**config.mk**
```make
export PLATFORM = sky130hd
export DESIGN_NAME = vga_sprite_painter
export DESIGN_NICKNAME = d
export VERILOG_FILES = /design/src/rtl/vga_pkg.sv /design/src/rtl/sprite_pos_ctrl.sv /design/src/rtl/vga_sprite_painter.sv
export SDC_FILE = /design/constraint.sdc
export NUM_CORES = 1
export LEC_CHECK = 0
export CAP_MARGIN = 20
export CORE_MARGIN = 3
export CORE_UTILIZATION = 40
export CTS_CLUSTER_SIZE = 28
export DETAILED_ROUTE_END_ITERATION = 8
export PLACE_DENSITY = 0.63
export REMOVE_ABC_BUFFERS = 1
export SLEW_MARGIN = 20
export SYNTH_ARGS = -nofsm -noshare
export SYNTH_HDL_FRONTEND = slang
export SYNTH_SLANG_ARGS = --single-unit
```
**constraint.sdc**
```tcl
create_clock -name Master_Clock_In -period 2.66 [get_ports Master_Clock_In]
set_input_delay 0.266 -clock Master_Clock_In [delete_from_list [all_inputs] [get_ports Master_Clock_In]]
set_output_delay 0.266 -clock Master_Clock_In [all_outputs]
set_load 0.1 [all_outputs]
```
**src/rtl/vga_pkg.sv**
```systemverilog
// Shared VGA definitions: resolution, RGB444 pixel type, palette and
// the saturating position-step helper used by the movement controller.
package vga_pkg;

  localparam int unsigned H_RES = 640;
  localparam int unsigned V_RES = 480;

  typedef struct packed {
    logic [3:0] r;
    logic [3:0] g;
    logic [3:0] b;
  } rgb12_t;

  localparam rgb12_t COL_BG     = 12'h00F;
  localparam rgb12_t COL_SPRITE = 12'hF00;
  localparam rgb12_t COL_GRID   = 12'h444;

  typedef enum logic {
    ACCUM,
    APPLY
  } move_state_t;

  // Opposing requests cancel; decrement saturates at 0, increment at lim.
  function automatic logic [10:0] clamp_step(input logic [10:0] p,
                                             input logic        dec,
                                             input logic        inc,
                                             input logic [10:0] step,
                                             input logic [10:0] lim);
    logic [10:0] r;
    r = p;
    if (dec && !inc)
      r = (p < step) ? '0 : p - step;
    else if (inc && !dec)
      r = (p + step > lim) ? lim : p + step;
    return r;
  endfunction

endpackage

```
**src/rtl/sprite_pos_ctrl.sv**
```systemverilog
// Sprite movement controller: sticky per-direction pending bits, collected
// over a frame and applied once in the tick cycle with edge clamping.
module sprite_pos_ctrl
  import vga_pkg::*;
#(
  parameter int unsigned SPRITE_W = 32,
  parameter int unsigned SPRITE_H = 32,
  parameter int unsigned STEP     = 4
) (
  input  logic        Master_Clock_In,
  input  logic        Reset_N_In,
  input  logic        Tick_In,
  input  logic        Btn_Up_In,
  input  logic        Btn_Down_In,
  input  logic        Btn_Left_In,
  input  logic        Btn_Right_In,
  output logic [10:0] Pos_X_Out,
  output logic [10:0] Pos_Y_Out
);

  localparam logic [10:0] X_MAX  = 11'(H_RES - SPRITE_W);
  localparam logic [10:0] Y_MAX  = 11'(V_RES - SPRITE_H);
  localparam logic [10:0] X_INIT = 11'((H_RES - SPRITE_W) / 2);
  localparam logic [10:0] Y_INIT = 11'((V_RES - SPRITE_H) / 2);
  localparam logic [10:0] STEP11 = 11'(STEP);

  move_state_t state_q, state_next;
  logic [3:0]  pend_q, pend_next;
  logic [3:0]  btn;
  logic [10:0] x_q, x_next;
  logic [10:0] y_q, y_next;

  assign btn = {Btn_Up_In, Btn_Down_In, Btn_Left_In, Btn_Right_In};

  always_ff @(posedge Master_Clock_In) begin
    if (!Reset_N_In) begin
      state_q <= ACCUM;
      pend_q  <= '0;
      x_q     <= X_INIT;
      y_q     <= Y_INIT;
    end else begin
      state_q <= state_next;
      pend_q  <= pend_next;
      x_q     <= x_next;
      y_q     <= y_next;
    end
  end

  // APPLY coincides with the registered frame tick; presses seen during it
  // seed the pending bits for the following frame.
  always_comb begin
    state_next = Tick_In ? APPLY : ACCUM;
    pend_next  = pend_q | btn;
    x_next     = x_q;
    y_next     = y_q;
    if (state_q == APPLY) begin
      pend_next = btn;
      x_next    = clamp_step(x_q, pend_q[1], pend_q[0], STEP11, X_MAX);
      y_next    = clamp_step(y_q, pend_q[3], pend_q[2], STEP11, Y_MAX);
    end
  end

  assign Pos_X_Out = x_q;
  assign Pos_Y_Out = y_q;

endmodule

```
**src/rtl/vga_sprite_painter.sv**
```systemverilog
// Two-stage pixel colour pipeline drawing a movable sprite over a background,
// with delay-matched syncs. Optional grid overlay: define SPRITE_GRID_EN.
module vga_sprite_painter
  import vga_pkg::*;
#(
  parameter int unsigned SPRITE_W      = 32,
  parameter int unsigned SPRITE_H      = 32,
  parameter int unsigned STEP          = 4,
  parameter logic [11:0] BG_COLOUR     = COL_BG,
  parameter logic [11:0] SPRITE_COLOUR = COL_SPRITE
) (
  input  logic       Master_Clock_In,
  input  logic       Reset_N_In,
  input  logic       Disp_Ena_In,
  input  logic       Sync_Horiz_In,
  input  logic       Sync_Vert_In,
  input  logic [9:0] Val_Col_In,
  input  logic [9:0] Val_Row_In,
  input  logic       Btn_Up_In,
  input  logic       Btn_Down_In,
  input  logic       Btn_Left_In,
  input  logic       Btn_Right_In,
  output logic [3:0] Red_Out,
  output logic [3:0] Green_Out,
  output logic [3:0] Blue_Out,
  output logic       Sync_Horiz_Out,
  output logic       Sync_Vert_Out,
  output logic [9:0] Sprite_X_Out,
  output logic [9:0] Sprite_Y_Out,
  output logic       Frame_Tick_Out
);

  logic        de1, hs1, vs1;
  logic [9:0]  col1, row1;
  logic        hs2, vs2, tick_q;
  rgb12_t      rgb_q, rgb_next;
  logic        tick_pre, visible, hit;
  logic [10:0] pos_x, pos_y, col11, row11;

  always_ff @(posedge Master_Clock_In) begin
    if (!Reset_N_In) begin
      de1  <= 1'b0;
      hs1  <= 1'b1;
      vs1  <= 1'b1;
      col1 <= '0;
      row1 <= '0;
    end else begin
      de1  <= Disp_Ena_In;
      hs1  <= Sync_Horiz_In;
      vs1  <= Sync_Vert_In;
      col1 <= Val_Col_In;
      row1 <= Val_Row_In;
    end
  end

  // vs2 is stage-1 vsync one clock later, so this is its falling edge.
  assign tick_pre = vs2 & ~vs1;

  sprite_pos_ctrl #(
    .SPRITE_W(SPRITE_W),
    .SPRITE_H(SPRITE_H),
    .STEP    (STEP)
  ) u_pos (
    .Master_Clock_In(Master_Clock_In),
    .Reset_N_In     (Reset_N_In),
    .Tick_In        (tick_pre),
    .Btn_Up_In      (Btn_Up_In),
    .Btn_Down_In    (Btn_Down_In),
    .Btn_Left_In    (Btn_Left_In),
    .Btn_Right_In   (Btn_Right_In),
    .Pos_X_Out      (pos_x),
    .Pos_Y_Out      (pos_y)
  );

  assign col11   = {1'b0, col1};
  assign row11   = {1'b0, row1};
  assign visible = de1 && (col1 < 10'(H_RES)) && (row1 < 10'(V_RES));
  assign hit     = (col11 >= pos_x) && (col11 < pos_x + 11'(SPRITE_W)) &&
                   (row11 >= pos_y) && (row11 < pos_y + 11'(SPRITE_H));

  always_comb begin
    rgb_next = '0;
    if (visible) begin
      if (hit)
        rgb_next = SPRITE_COLOUR;
`ifdef SPRITE_GRID_EN
      else if ((col1[4:0] == 5'd0) || (row1[4:0] == 5'd0))
        rgb_next = COL_GRID;
`endif
      else
        rgb_next = BG_COLOUR;
    end
  end

  always_ff @(posedge Master_Clock_In) begin
    if (!Reset_N_In) begin
      rgb_q  <= '0;
      hs2    <= 1'b1;
      vs2    <= 1'b1;
      tick_q <= 1'b0;
    end else begin
      rgb_q  <= rgb_next;
      hs2    <= hs1;
      vs2    <= vs1;
      tick_q <= tick_pre;
    end
  end

  assign Red_Out        = rgb_q.r;
  assign Green_Out      = rgb_q.g;
  assign Blue_Out       = rgb_q.b;
  assign Sync_Horiz_Out = hs2;
  assign Sync_Vert_Out  = vs2;
  assign Frame_Tick_Out = tick_q;
  assign Sprite_X_Out   = pos_x[9:0];
  assign Sprite_Y_Out   = pos_y[9:0];

endmodule

```
; ---- Word level (Yosys, flattened, before mapping)
; Cells that the tools add are included.
[totals]
regBits = 65
latch_bits = 0
ram_bits = 0
romBits = 0
input_bits = 29
out_inout_bits = 35
word_cells = 63
memories = 0
[op_classes]
n_addsub = 6
n_mul = 0
div_mod_pow = 0
n_lt_le_gt_ge = 10
eq_ne = 0
shifts = 0
muxes = 11
bitwise_logic = 3
reduce_logical = 18
[op_table]
columns = op, count
row1 = $mux 11, 8
row2 = $add 11x3->11 const B, 2
row3 = $add 11x6->11 const B, 2
row4 = $ge 10x11->1, 2
row5 = $lt 10x11->1, 2
row6 = $lt 11x3->1 const B, 2
row7 = $sub 11x3->11 const B, 2
row8 = $mux 12, 1
row9 = $gt 11x10->1 const B, 1
row10 = $gt 11x9->1 const B, 1
row11 = $lt 10x10->1 const B, 1
row12 = $lt 10x9->1 const B, 1
row13 = $logic_and 1x1->1, 9
row14 = $reduce_and 2->1, 3
row15 = $logic_not 1->1, 4
row16 = $mux 4, 1
row17 = $or 4x4->4, 1
row18 = $reduce_bool 2->1, 2
row19 = $and 1x1->1, 1
row20 = $mux 1, 1
row21 = $not 1->1, 1

; ---- Depth between registers and ports, before layout
[depth]
depth_word = 6
mapped_depth = 10
mapped_depth_nobuf = 9

; ---- Hierarchy
; A second synthesis with hierarchy kept.
[unflattened]
cells_unflattened = 467
hier_area_um2 = 3849.9
[modules_own_cells]
columns = module, n_inst, cells_per_inst, area_each_um2, seq_area_each_um2
row1 = sprite_pos_ctrl, 1, 273, 2052.0, 460.4
row2 = vga_sprite_painter, 1, 194, 1798.0, 560.5

; ---- Least setup slack after synthesis
; OpenSTA, ideal clock, no wires.
[synth_path]
kind = register to register
from = register u_pos.y_q[5], in the netlist u_pos.Pos_Y_Out[5]
to = register rgb_q (netlist bit Red_Out[2])
setup_time_ns = 0.061
arrival_ns = 2.285
required_ns = 2.599
slack_ns = 0.313
path_stages_with_launch = 11
path_buffers = 1
period_less_slack_ns = 2.347
cell_sequence = dfxtp_1 clkbuf_1 inv_1 ha_1 inv_1 ha_1 a21o_1 a21o_1 a211o_1 o221ai_1 and4b_1
[synth_via]
elab_chain_cells = 4
elab_cells_between_ends = 6
classes_between = add/sub (1) / order compare (2) / mux (1) / reduce/logical (2)
[synth_rtl]
columns = element, line_no
row1 = "start, declared", sprite_pos_ctrl.sv:31  ; logic [10:0] y_q, y_next;
row2 = "start signal, assigned", sprite_pos_ctrl.sv:45  ; y_q <= y_next;
row3 = $add 11x6->11 or $ge 10x11->1 (tied branches), vga_sprite_painter.sv:79  ; (row11 >= pos_y) && (row11 < pos_y + 11'(SPRITE_H));
row4 = $lt 10x11->1 or $logic_and 1x1->1 (tied branches), "vga_sprite_painter.sv:79, vga_sprite_painter.sv:78"
row5 = $logic_and 1x1->1 (*), vga_sprite_painter.sv:79
row6 = $mux 12 (*), vga_sprite_painter.sv:84  ; if (hit)
row7 = "end signal, assigned", vga_sprite_painter.sv:102  ; rgb_q <= rgb_next;
row8 = "end, declared", vga_sprite_painter.sv:36  ; rgb12_t rgb_q, rgb_next;
; Every way passes the cells marked *; elsewhere a longest branch is shown, timed or not.
; A chain may end at the register's enable or synchronous reset.

; ---- Worst setup path after layout
[layout_path]
from = register u_pos.y_q[6], in the netlist u_pos.Pos_Y_Out[6]
to = register rgb_q (netlist bit Red_Out[2])
; The elaborated chain is that of the path after synthesis.

==> impl_metrics.toml <==
[run_status]
result_of_the_run = "finished, final reports clean"

[drt]
routed_wire_length_per_instance_um = 15.2
post_drt_via_cell_ratio = 5.61
drtIter0Drc = 114
via_count = 3042
wirelength_um = 8230
drc = 0
number_of_optimization_iterations_in_the_first_detailed_route_pass = 4
antenna_left = 0

[setup_path]
setup.worst_path.end_class = "flop"
worst_setup_path_start_kind = "flop"
worst-endpoint-required_ns = 2.91
crit_type = "flop to flop"
cp.arrival_ns = 2.72
critPathMaxFanout = 12

[logic_synthesis]
synthMostInstantiatedCell = "sky130_fd_sc_hd__dfxtp_1"
post_synth_inst_count = 415
seq_area_frac_synth_pct = 26.9
post_synth_xor_area_fraction_pct = 2.56
synth_area_leader_cell = "sky130_fd_sc_hd__dfxtp_1"
synth_compound_gate_area_share_pct = 21.6
synth_fa_ha_area_share_pct = 13.2
synth-async-reset-ratio_pct = 0
post_synth_most_frequent_cells = "sky130_fd_sc_hd__dfxtp_1, sky130_fd_sc_hd__ha_1, sky130_fd_sc_hd__buf_4"
synthSimpleGateAreaFrac_pct = 22.8
post_synth_main_area_contributors = "sky130_fd_sc_hd__dfxtp_1, sky130_fd_sc_hd__ha_1, sky130_fd_sc_hd__buf_4"
synth_edf_count = 0
synthDominantCellAreaShare_pct = 26.9
synth.distinct_cells = 67
muxShareOfSynthArea_pct = 0.585
number_of_storage_elements_in_the_synthesis_netlist = 46
post_synth.cell_area_avg_um2 = 8.25
synth.yosys.warnings = 0
synthesis.area_um2 = 3420
combinational_family_with_the_most_area_after_synthesis = "simple AND/OR/NAND/NOR gates"
postSynth.topFlopCell = "sky130_fd_sc_hd__dfxtp_1"

[timing]
fmax_mhz = 405
worst_pin_slew_ns = 0.786
layout_setup_ws_ns = 0.189
timing.slew.headroom_pct = 47.5
slew_violations = 0
setup_tns_ns = 0
rsz0062_at_grt = "false"
final.setup_skew_ns = 0.0134
min_period_ns = 2.47
finalHoldViolations = 0
hold_ws_ns = 0.412
final_min_period_over_clock_period_pct = 92.9
timing.final.setup_violations = 0

[power]
power_frac_clock_pct = 27.6
internal_power_mw = 1.03
total_power_mw = 1.54
p_per_area_nw_per_um2 = 400
power_frac_seq_pct = 48.5
switch_share_pct = 33.1
vdd.ir_drop.worst_uv = 213
power_switching_mw = 0.510
power.static_leakage_nw = 1.59
pwr-share-comb_pct = 23.9

[floorplanning]
initial_utilization_pct = 41.5
die_height_um = 98.5
design.portCount = 64
die_w_um = 98.5
floorplan.die_area_um2 = 9700
floorplan.rows = 33
core_um2 = 8260

[clock_tree]
clock_latency_ns = 0.29
clkTransAtPathRegs_ns = 0.09
post-cts-setup-buffer-count = 0
cts-root-buf = "sky130_fd_sc_hd__clkbuf_8"
cts-htree-levels = 2
cts_tree = "done"
cts_sink_cnt = 46
cts_max_path_buffers = 2
post_cts_hold_fix_bufs = 0
cts_buffers = 5
resized_after_cts = 0

[worst_hold_path]
hp-class = "flop to flop"

[cells_and_area]
insertedDiodeCount = 0
instances_no_fill = 542
syn2layout_area_growth_pct = 12.5
design.final.nets = 501
drive_above_1_share_pct = 12.4
finalInstanceArea_um2 = 3850
layout.core_utilization_pct = 46.6

[place]
placed_cells_incl_taps = 534
preCtsSetupSlack_ns = 0.232
io_buffer_count = 51
placed_cell_area_um2 = 3760
detailedPlacementHpwl_um = 6250
place_congestion = 0.884

[job]
cap_violations = 0

[global_routing]
grt_start_max_net_pins = 30
grt_antenna_before_repair = 0
first_pass_grt_wire_length_um = 14300
grt_pass1_vias = 3010
grt_usage_pct = 17.4
globalRouteOverflowTotal = 0
final cells by class:
cell class | count | area, µm²
fill | 857 | 4410
clock inverter | 2 | 13.8
multi-input combinational | 297 | 2110
sequential | 46 | 921
timing repair buffer | 59 | 503
clock buffer | 6 | 72.6
inverter | 27 | 101
tap | 105 | 131
placed cells by master (no fill, tap or decap), types with 3 or more instances in the layout:
cell type	instances
sky130_fd_sc_hd__o21ai_0	23
sky130_fd_sc_hd__and4b_1	3
sky130_fd_sc_hd__inv_1	25
sky130_fd_sc_hd__xnor2_1	9
sky130_fd_sc_hd__buf_4	35
sky130_fd_sc_hd__nand2_1	18
sky130_fd_sc_hd__a21oi_1	22
sky130_fd_sc_hd__o221ai_1	5
sky130_fd_sc_hd__nor4b_1	3
sky130_fd_sc_hd__o31ai_1	3
sky130_fd_sc_hd__nor2_1	16
sky130_fd_sc_hd__ha_1	36
sky130_fd_sc_hd__nor3_1	11
sky130_fd_sc_hd__a31oi_1	7
sky130_fd_sc_hd__nand3_1	20
sky130_fd_sc_hd__a21o_1	4
sky130_fd_sc_hd__nand2b_1	10
sky130_fd_sc_hd__o21a_1	3
sky130_fd_sc_hd__a211oi_1	3
sky130_fd_sc_hd__nor4_1	8
sky130_fd_sc_hd__clkdlybuf4s50_1	24
sky130_fd_sc_hd__or3_1	5
sky130_fd_sc_hd__and2_1	17
sky130_fd_sc_hd__clkbuf_8	5
sky130_fd_sc_hd__nor2b_1	4
sky130_fd_sc_hd__o211ai_1	4
sky130_fd_sc_hd__conb_1	8
sky130_fd_sc_hd__dfxtp_1	46
sky130_fd_sc_hd__nand4b_1	3
sky130_fd_sc_hd__nand4_1	8
sky130_fd_sc_hd__a22oi_1	4
final timing paths:
path	from	endpoint	slack, ns	cells after the start
setup / recovery	u_pos.Pos_Y_Out[6]$_SDFFE_PN1P_	Red_Out[2]$_SDFF_PN0_	0.19	9
hold / removal	hs1$_SDFF_PN1_	Sync_Horiz_Out$_SDFF_PN1_	0.41	1
setup reg to reg	u_pos.Pos_Y_Out[6]$_SDFFE_PN1P_	Red_Out[2]$_SDFF_PN0_	0.19	9
hold reg to reg	hs1$_SDFF_PN1_	Sync_Horiz_Out$_SDFF_PN1_	0.41	1
flip-flops by register name (all words and copies together), names as in the netlist, 4 cells and up:
| register | cells |
|---|---|
| col1 | 8 |
| u_pos.Pos_X_Out | 9 |
| row1 | 8 |
| u_pos.pend_q | 4 |
| u_pos.Pos_Y_Out | 9 |
layer usage:
metal / vias up / GRT usage, % / wire, µm
met1: 1401 / 22.3 / 3560
met4: 0 / 5.04 / 127
li1: 1513 / - / -
met3: 10 / 2.48 / 447
met5: - / 0 / 0
met2: 118 / 30.4 / 4090
logic make-up after synthesis:
logic type,after synthesis
xor gates and xnor gates,10
other,1
AOI/OAI and AO/OA,105
adders and majority gates,36
buffers and inverters,79
and+or+nand+nor,136
DFF,46
muxes,2
power by group through the flow:
stage          combinational, mW  clock, mW  sequential [mW]
3_3_place_gp               0.362          0            0.762
5_1_grt                    0.400      0.472            0.751
3_5_place_dp               0.367          0            0.762
2_1_floorplan              0.191          0            0.830
6_report                   0.368      0.425            0.746
4_1_cts                    0.369      0.450            0.746
critical path, stage by stage, from the launching register on:
cell                       delay, ns
sky130_fd_sc_hd__dfxtp_1        0.55
sky130_fd_sc_hd__inv_1          0.19
sky130_fd_sc_hd__ha_1           0.32
sky130_fd_sc_hd__inv_1          0.04
sky130_fd_sc_hd__ha_1           0.29
sky130_fd_sc_hd__a21o_1         0.17
sky130_fd_sc_hd__a21o_1         0.17
sky130_fd_sc_hd__a211o_1        0.28
sky130_fd_sc_hd__o221ai_1       0.20
sky130_fd_sc_hd__and4b_1        0.22
Note: power is estimated with default switching activity, not from simulation.
